[src/rtl/doorlock_pkg.sv]
// Shared definitions for the doorlock path: key codes, keypad scanner states
// and the (row, column) to key-code map of the 4x4 keypad.
package doorlock_pkg;

  localparam logic [3:0] KEY_A    = 4'hA;
  localparam logic [3:0] KEY_B    = 4'hB;
  localparam logic [3:0] KEY_C    = 4'hC;
  localparam logic [3:0] KEY_D    = 4'hD;
  localparam logic [3:0] KEY_STAR = 4'hE;
  localparam logic [3:0] KEY_HASH = 4'hF;

  typedef enum logic [1:0] {SCAN, DEB_P, HELD, DEB_R} kp_state_e;

  function automatic logic [3:0] kp_decode(input logic [1:0] row_idx,
                                           input logic [1:0] col_idx);
    logic [3:0] code;
    case ({row_idx, col_idx})
      4'h0: code = 4'h1;
      4'h1: code = 4'h2;
      4'h2: code = 4'h3;
      4'h3: code = KEY_A;
      4'h4: code = 4'h4;
      4'h5: code = 4'h5;
      4'h6: code = 4'h6;
      4'h7: code = KEY_B;
      4'h8: code = 4'h7;
      4'h9: code = 4'h8;
      4'hA: code = 4'h9;
      4'hB: code = KEY_C;
      4'hC: code = KEY_STAR;
      4'hD: code = 4'h0;
      4'hE: code = KEY_HASH;
      default: code = KEY_D;
    endcase
    return code;
  endfunction

endpackage

[src/rtl/sync_2ff.sv]
// Width-parametrised two-flop synchroniser; resets to all-ones so that
// pulled-up inputs read as idle straight out of reset.
module sync_2ff #(
  parameter int unsigned WIDTH = 1
) (
  input  logic             clk_i,
  input  logic             rst_ni,
  input  logic [WIDTH-1:0] d_i,
  output logic [WIDTH-1:0] q_o
);

  logic [WIDTH-1:0] meta_q;
  logic [WIDTH-1:0] sync_q;

  always_ff @(posedge clk_i or negedge rst_ni) begin
    if (!rst_ni) begin
      meta_q <= '1;
      sync_q <= '1;
    end else begin
      meta_q <= d_i;
      sync_q <= meta_q;
    end
  end

  assign q_o = sync_q;

endmodule

[src/rtl/keypad_scanner.sv]
// 4x4 active-low matrix keypad scanner: drives one row at a time, debounces
// press and release, and hands one key code per press over valid/ready.
module keypad_scanner
  import doorlock_pkg::*;
#(
  parameter int unsigned SCAN_DIV = 1000,
  parameter int unsigned DEB_CNT  = 8
) (
  input  logic       clk_i,
  input  logic       rst_ni,
  input  logic [3:0] col_i,
  output logic [3:0] row_o,
  output logic [3:0] number_o,
  output logic       valid_o,
  input  logic       ready_i,
  output logic       overrun_o
);

  localparam int unsigned DW = $clog2(SCAN_DIV);
  localparam int unsigned BW = $clog2(DEB_CNT + 1);

  logic [3:0]    cs;
  logic [3:0]    cs_n;
  logic          one_key;
  logic [1:0]    col_enc;
  logic          col_rel;
  logic          dwell_last;
  logic [BW-1:0] deb_next;
  logic          deb_done;
  logic          accept;

  kp_state_e     state_q, state_d;
  logic [1:0]    row_q, row_d;
  logic [1:0]    col_q, col_d;
  logic [DW-1:0] dwell_q, dwell_d;
  logic [BW-1:0] deb_q, deb_d;
  logic [3:0]    number_q, number_d;
  logic          valid_q, valid_d;
  logic          overrun_q, overrun_d;

  sync_2ff #(.WIDTH(4)) u_sync (
    .clk_i  (clk_i),
    .rst_ni (rst_ni),
    .d_i    (col_i),
    .q_o    (cs)
  );

  assign cs_n       = ~cs;
  assign one_key    = $onehot(cs_n);
  assign col_rel    = cs[col_q];
  assign dwell_last = (dwell_q == DW'(SCAN_DIV - 1));
  assign deb_next   = deb_q + BW'(1);
  assign deb_done   = (deb_next == BW'(DEB_CNT));
  assign accept     = valid_q & ready_i;

  always_comb begin
    col_enc = 2'd0;
    case (cs_n)
      4'b0010: col_enc = 2'd1;
      4'b0100: col_enc = 2'd2;
      4'b1000: col_enc = 2'd3;
      default: col_enc = 2'd0;
    endcase
  end

  always_comb begin
    state_d   = state_q;
    row_d     = row_q;
    col_d     = col_q;
    dwell_d   = dwell_q;
    deb_d     = deb_q;
    number_d  = number_q;
    valid_d   = valid_q & ~ready_i;
    overrun_d = 1'b0;
    case (state_q)
      SCAN: begin
        if (dwell_last) begin
          dwell_d = '0;
          if (one_key) begin
            col_d   = col_enc;
            deb_d   = BW'(1);
            state_d = DEB_P;
          end else begin
            row_d = row_q + 2'd1;
          end
        end else begin
          dwell_d = dwell_q + DW'(1);
        end
      end
      DEB_P: begin
        if (one_key && (col_enc == col_q)) begin
          deb_d = deb_next;
          if (deb_done) begin
            state_d = HELD;
            // A same-cycle accept frees the slot, so the new code wins.
            if (!valid_q || accept) begin
              number_d = kp_decode(row_q, col_q);
              valid_d  = 1'b1;
            end else begin
              overrun_d = 1'b1;
            end
          end
        end else begin
          state_d = SCAN;
          row_d   = row_q + 2'd1;
          dwell_d = '0;
        end
      end
      HELD: begin
        if (col_rel) begin
          state_d = DEB_R;
          deb_d   = BW'(1);
        end
      end
      DEB_R: begin
        if (col_rel) begin
          deb_d = deb_next;
          if (deb_done) begin
            state_d = SCAN;
            row_d   = row_q + 2'd1;
            dwell_d = '0;
          end
        end else begin
          state_d = HELD;
        end
      end
      default: state_d = SCAN;
    endcase
  end

  always_ff @(posedge clk_i or negedge rst_ni) begin
    if (!rst_ni) begin
      state_q   <= SCAN;
      row_q     <= 2'd0;
      col_q     <= 2'd0;
      dwell_q   <= '0;
      deb_q     <= '0;
      number_q  <= 4'h0;
      valid_q   <= 1'b0;
      overrun_q <= 1'b0;
    end else begin
      state_q   <= state_d;
      row_q     <= row_d;
      col_q     <= col_d;
      dwell_q   <= dwell_d;
      deb_q     <= deb_d;
      number_q  <= number_d;
      valid_q   <= valid_d;
      overrun_q <= overrun_d;
    end
  end

  assign row_o     = ~(4'b0001 << row_q);
  assign number_o  = number_q;
  assign valid_o   = valid_q;
  assign overrun_o = overrun_q;

endmodule

[config.mk]
export PLATFORM = sky130hd
export DESIGN_NAME = keypad_scanner
export DESIGN_NICKNAME = d
export VERILOG_FILES = /design/src/rtl/doorlock_pkg.sv /design/src/rtl/sync_2ff.sv /design/src/rtl/keypad_scanner.sv
export SDC_FILE = /design/constraint.sdc
export NUM_CORES = 1
export LEC_CHECK = 0
export CORE_ASPECT_RATIO = 1.2
export CORE_MARGIN = 3
export CORE_UTILIZATION = 35
export DETAILED_ROUTE_END_ITERATION = 8
export DONT_BUFFER_PORTS = 1
export PLACE_DENSITY = 0.57
export RECOVER_POWER = 25
export SYNTH_ARGS = -nofsm -noshare
export SYNTH_HDL_FRONTEND = slang
export SYNTH_SLANG_ARGS = --single-unit
[constraint.sdc]
create_clock -name clk_i -period 4 [get_ports clk_i]
set_input_delay 0.4 -clock clk_i [delete_from_list [all_inputs] [get_ports clk_i]]
set_output_delay 0.4 -clock clk_i [all_outputs]
set_load 0.05 [all_outputs]
==> results.yml <==
critical_path:
  endpoint_kind: "flop"
  worst-path-buf-inv: 1
  crit_type: "reg -> reg"
  cp-startpoint: "u_sync.q_o[3]$_DFF_PN1_"
  crit_cells: 9
  cp.arrival_ns: 3.31
  cpPeakStageDelay_ns: 0.62
  regToRegSetupSlack_ns: 0.87
  crit_required_ns: 4.18
  cpMaxStageDelayCell: "dfstp_2"
  worstSetupEndpoint: "number_o[3]$_DFFE_PN0P_"
  worstPathCellList: "fa_1, inv_1, ha_1, ha_1, nor3b_1, o31a_1, nand4b_4, or3b_4, mux2_4"
  timing.critical_path.fanout_max: 9
  r2r-start: "u_sync.q_o[3]$_DFF_PN1_"
  crit_top_cell: "ha_1"
  crit_path_start_kind: "flop"
  path_delay_family: "simple AND/OR/NAND/NOR gates"
  rr_worst_depth: 9
  r2r_end: "number_o[3]$_DFFE_PN0P_"
timing:
  fin_crit_ns: 3.13
  finalSetupViolations: 0
  slew_headroom: -0.227
  rsz0062_at_grt: "no"
  finalClockSkew_ns: 0.00607
  worst_slew_pin_slew_ns: 1.84
  period_share: 0.783
  hold_viol: 0
  setup_tns_ns: 0
  final_max_slew_viol_count: 35
  fin_ws_ns: 0.868
  max_freq_mhz: 319
drt:
  ant_nets: 0
  drt-total-wl_um: 3370
  drt-vias-per-instance: 5.16
  drc: 0
  firstDrtPassIters: 5
  wire_per_inst_um: 13.5
  initialDrtViolationCount: 21
  vias: 1291
clocking:
  htreeDepth: 2
  cts_made_buffers: 5
  cts_tree: "yes"
  clock-root-buffer: "clkbuf_8"
  cts.clk_slew.worst_paths_ns: 0.07
  clk_latency_ns: 0.29
  clk_path_buf_depth: 2
  cts-resized-gates: 0
  cts_sinks: 34
floorplan:
  rows: 29
  coreArea_mm2: 0.00533
  dieArea_mm2: 0.00652
  fp.dieW_um: 74.2
  initial_core_util: 0.366
  io_pins: 17
  die_h_um: 87.9
synth:
  yosys.area.top_type: "dfrtp_1"
  synth.ff_latch_count: 34
  ys_async_sr_fraction: 1.00
  yosys.area_share.xor_xnor: 0.0179
  synth_seq_area_share: 0.440
  synth_top_family_by_area: "simple AND/OR/NAND/NOR gates"
  synth.distinct_cells: 45
  synth_compound_area_frac: 0.129
  synthSimpleGateAreaFrac: 0.157
  synth_nets: 207
  synth_flop_cell: "dfrtp_1"
  syn-cell-area_mm2: 0.00195
  synthTopCellsByArea: "dfrtp_1, dfstp_2, ha_1, nand2_1, inv_1"
  synth_fa_ha_area_frac: 0.112
  netlist_instances: 184
  synth_edf_count: 0
  syn-mean-instance-area_um2: 10.6
  synth.area.mux_share: 0.0967
  synth_warnings: 0
  synth_top_area_share: 0.333
global_route:
  grt_pass1_vias: 1296
  grt-ovfl-total: 0
  grt_pass1_wl_um: 6150
  grt_max_degree: 35
  grt_use_total: 0.123
  antenna_found_initial: 0
finish:
  nFillCells: 525
  final_layout_size_suffix_gt1_frac: 0.154
  final_nets: 210
  fin_cells: 250
  antenna-diode-count: 0
  multi_input_area_mm2: 0.00100
  fin_area_mm2: 0.00211
  final_util: 0.395
  ff_latch_area_um2: 861
  syn_to_final_growth_pct: 7.75
placement:
  finalWeightedCongestion: 0.755
  port_buffers: 0
  place_area_mm2: 0.00200
  place_inst: 240
  detailedPlace.worstSlack_ns: 0.871
  hpwlAfterDp_um: 2330
job:
  maxCapViolations: 1
outcome:
  status: "finished, violations left"
  failed_checks: "max-capacitance violations, max-slew violations"
min_path:
  worstHoldPathCells: 0
  worstHoldStart: "col_i[2]"
  hold_path.class: "in -> reg"
power:
  p_per_area_mw_per_mm2: 307
  irDropWorstVdd_uv: 174
  p_leak_nw: 0.977
-- routing by layer --
metal / wire length (um) / GRT usage / share of wire
met1: 1650 / 0.165 / 0.49
met4: 68 / 0.0485 / 0.020
met5: 0 / 0 / 0
met3: 143 / 0.0413 / 0.042
met2: 1520 / 0.181 / 0.45
-- state kept, by name, summed over array words and instances, names as in the netlist --
name,cells
u_sync.q_o,4
u_sync.meta_q,4
overrun_o,1
row_q,2
state_q,2
col_q,2
valid_o,1
deb_q,4
number_o,4
dwell_q,10
-- worst min path at each step --
stage | endpoint | slack [ns]
after global placement | row_q[0]$_DFFE_PN0P_ | 0.11
after CTS | u_sync.meta_q[3]$_DFF_PN1_ | 0.09
after floorplan | col_q[0]$_DFFE_PN0P_ | 0.10
after global routing | u_sync.meta_q[0]$_DFF_PN1_ | 0.08
final | u_sync.meta_q[2]$_DFF_PN1_ | 0.11
after detailed placement | row_q[0]$_DFFE_PN0P_ | 0.11
-- cells in the mapped netlist (4+ instances only) --
library cell / instances
dfrtp_1: 26
nand2_1: 22
inv_1: 16
ha_1: 15
o21ai_0: 9
a31oi_1: 8
dfstp_2: 8
nor2_1: 8
nand3_1: 6
a21oi_1: 5
mux2i_1: 5
clkbuf_1: 4
mux2_4: 4
-- what timing repair did --
| action | 4_1_cts | 5_1_grt |
|---|---|---|
| hold endpoints to repair | 34 | 0 |
| hold buffers | 2 | 0 |
| setup buffers | 0 | 0 |
-- logic make-up (layout without fill, tap and decap cells) --
| group | after synthesis | count (layout) |
|---|---|---|
| DFF | 34 | 34 |
| muxes | 14 | 14 |
| AOI/OAI and AO/OA | 36 | 36 |
| xor gates and xnor gates | 4 | 4 |
| buffers and inverters | 22 | 26 |
| adders and majority gates | 17 | 17 |
| and+or+nand+nor | 57 | 57 |
-- through the flow --
stage          hold WS, ns  total power, mW
2_1_floorplan        0.104            0.380
3_3_place_gp         0.105            0.382
3_5_place_dp         0.105            0.383
4_1_cts             0.0894            0.661
5_1_grt             0.0789            0.681
6_report             0.106            0.646
-- cell usage in the layout, fill, tap and decap left out, drive strengths merged, types with 5 or more instances in the layout --
cell,n
a21oi,5
a31oi,8
clkbuf,8
dfrtp,26
dfstp,8
ha,15
inv,16
mux2,7
mux2i,5
nand2,22
nand3,6
nor2,8
o21ai,9
-- power breakdown --
group	switching (mW)	leakage [nW]	internal, mW
Clock	0.123	0.0482	0.139
Combinational	0.0167	0.496	0.0113
Sequential	0.00421	0.433	0.351
Total	0.144	0.977	0.501
-- layout make-up --
cell class | count | share of cell area
Tap cell | 62 | 0.0368
Inverter | 16 | 0.0285
Clock buffer | 7 | 0.0410
Timing Repair Buffer | 2 | 0.00654
Sequential cell | 34 | 0.409
Multi-Input combinational cell | 128 | 0.476
Clock inverter | 1 | 0.00238
(Power assumes the default switching activity.)
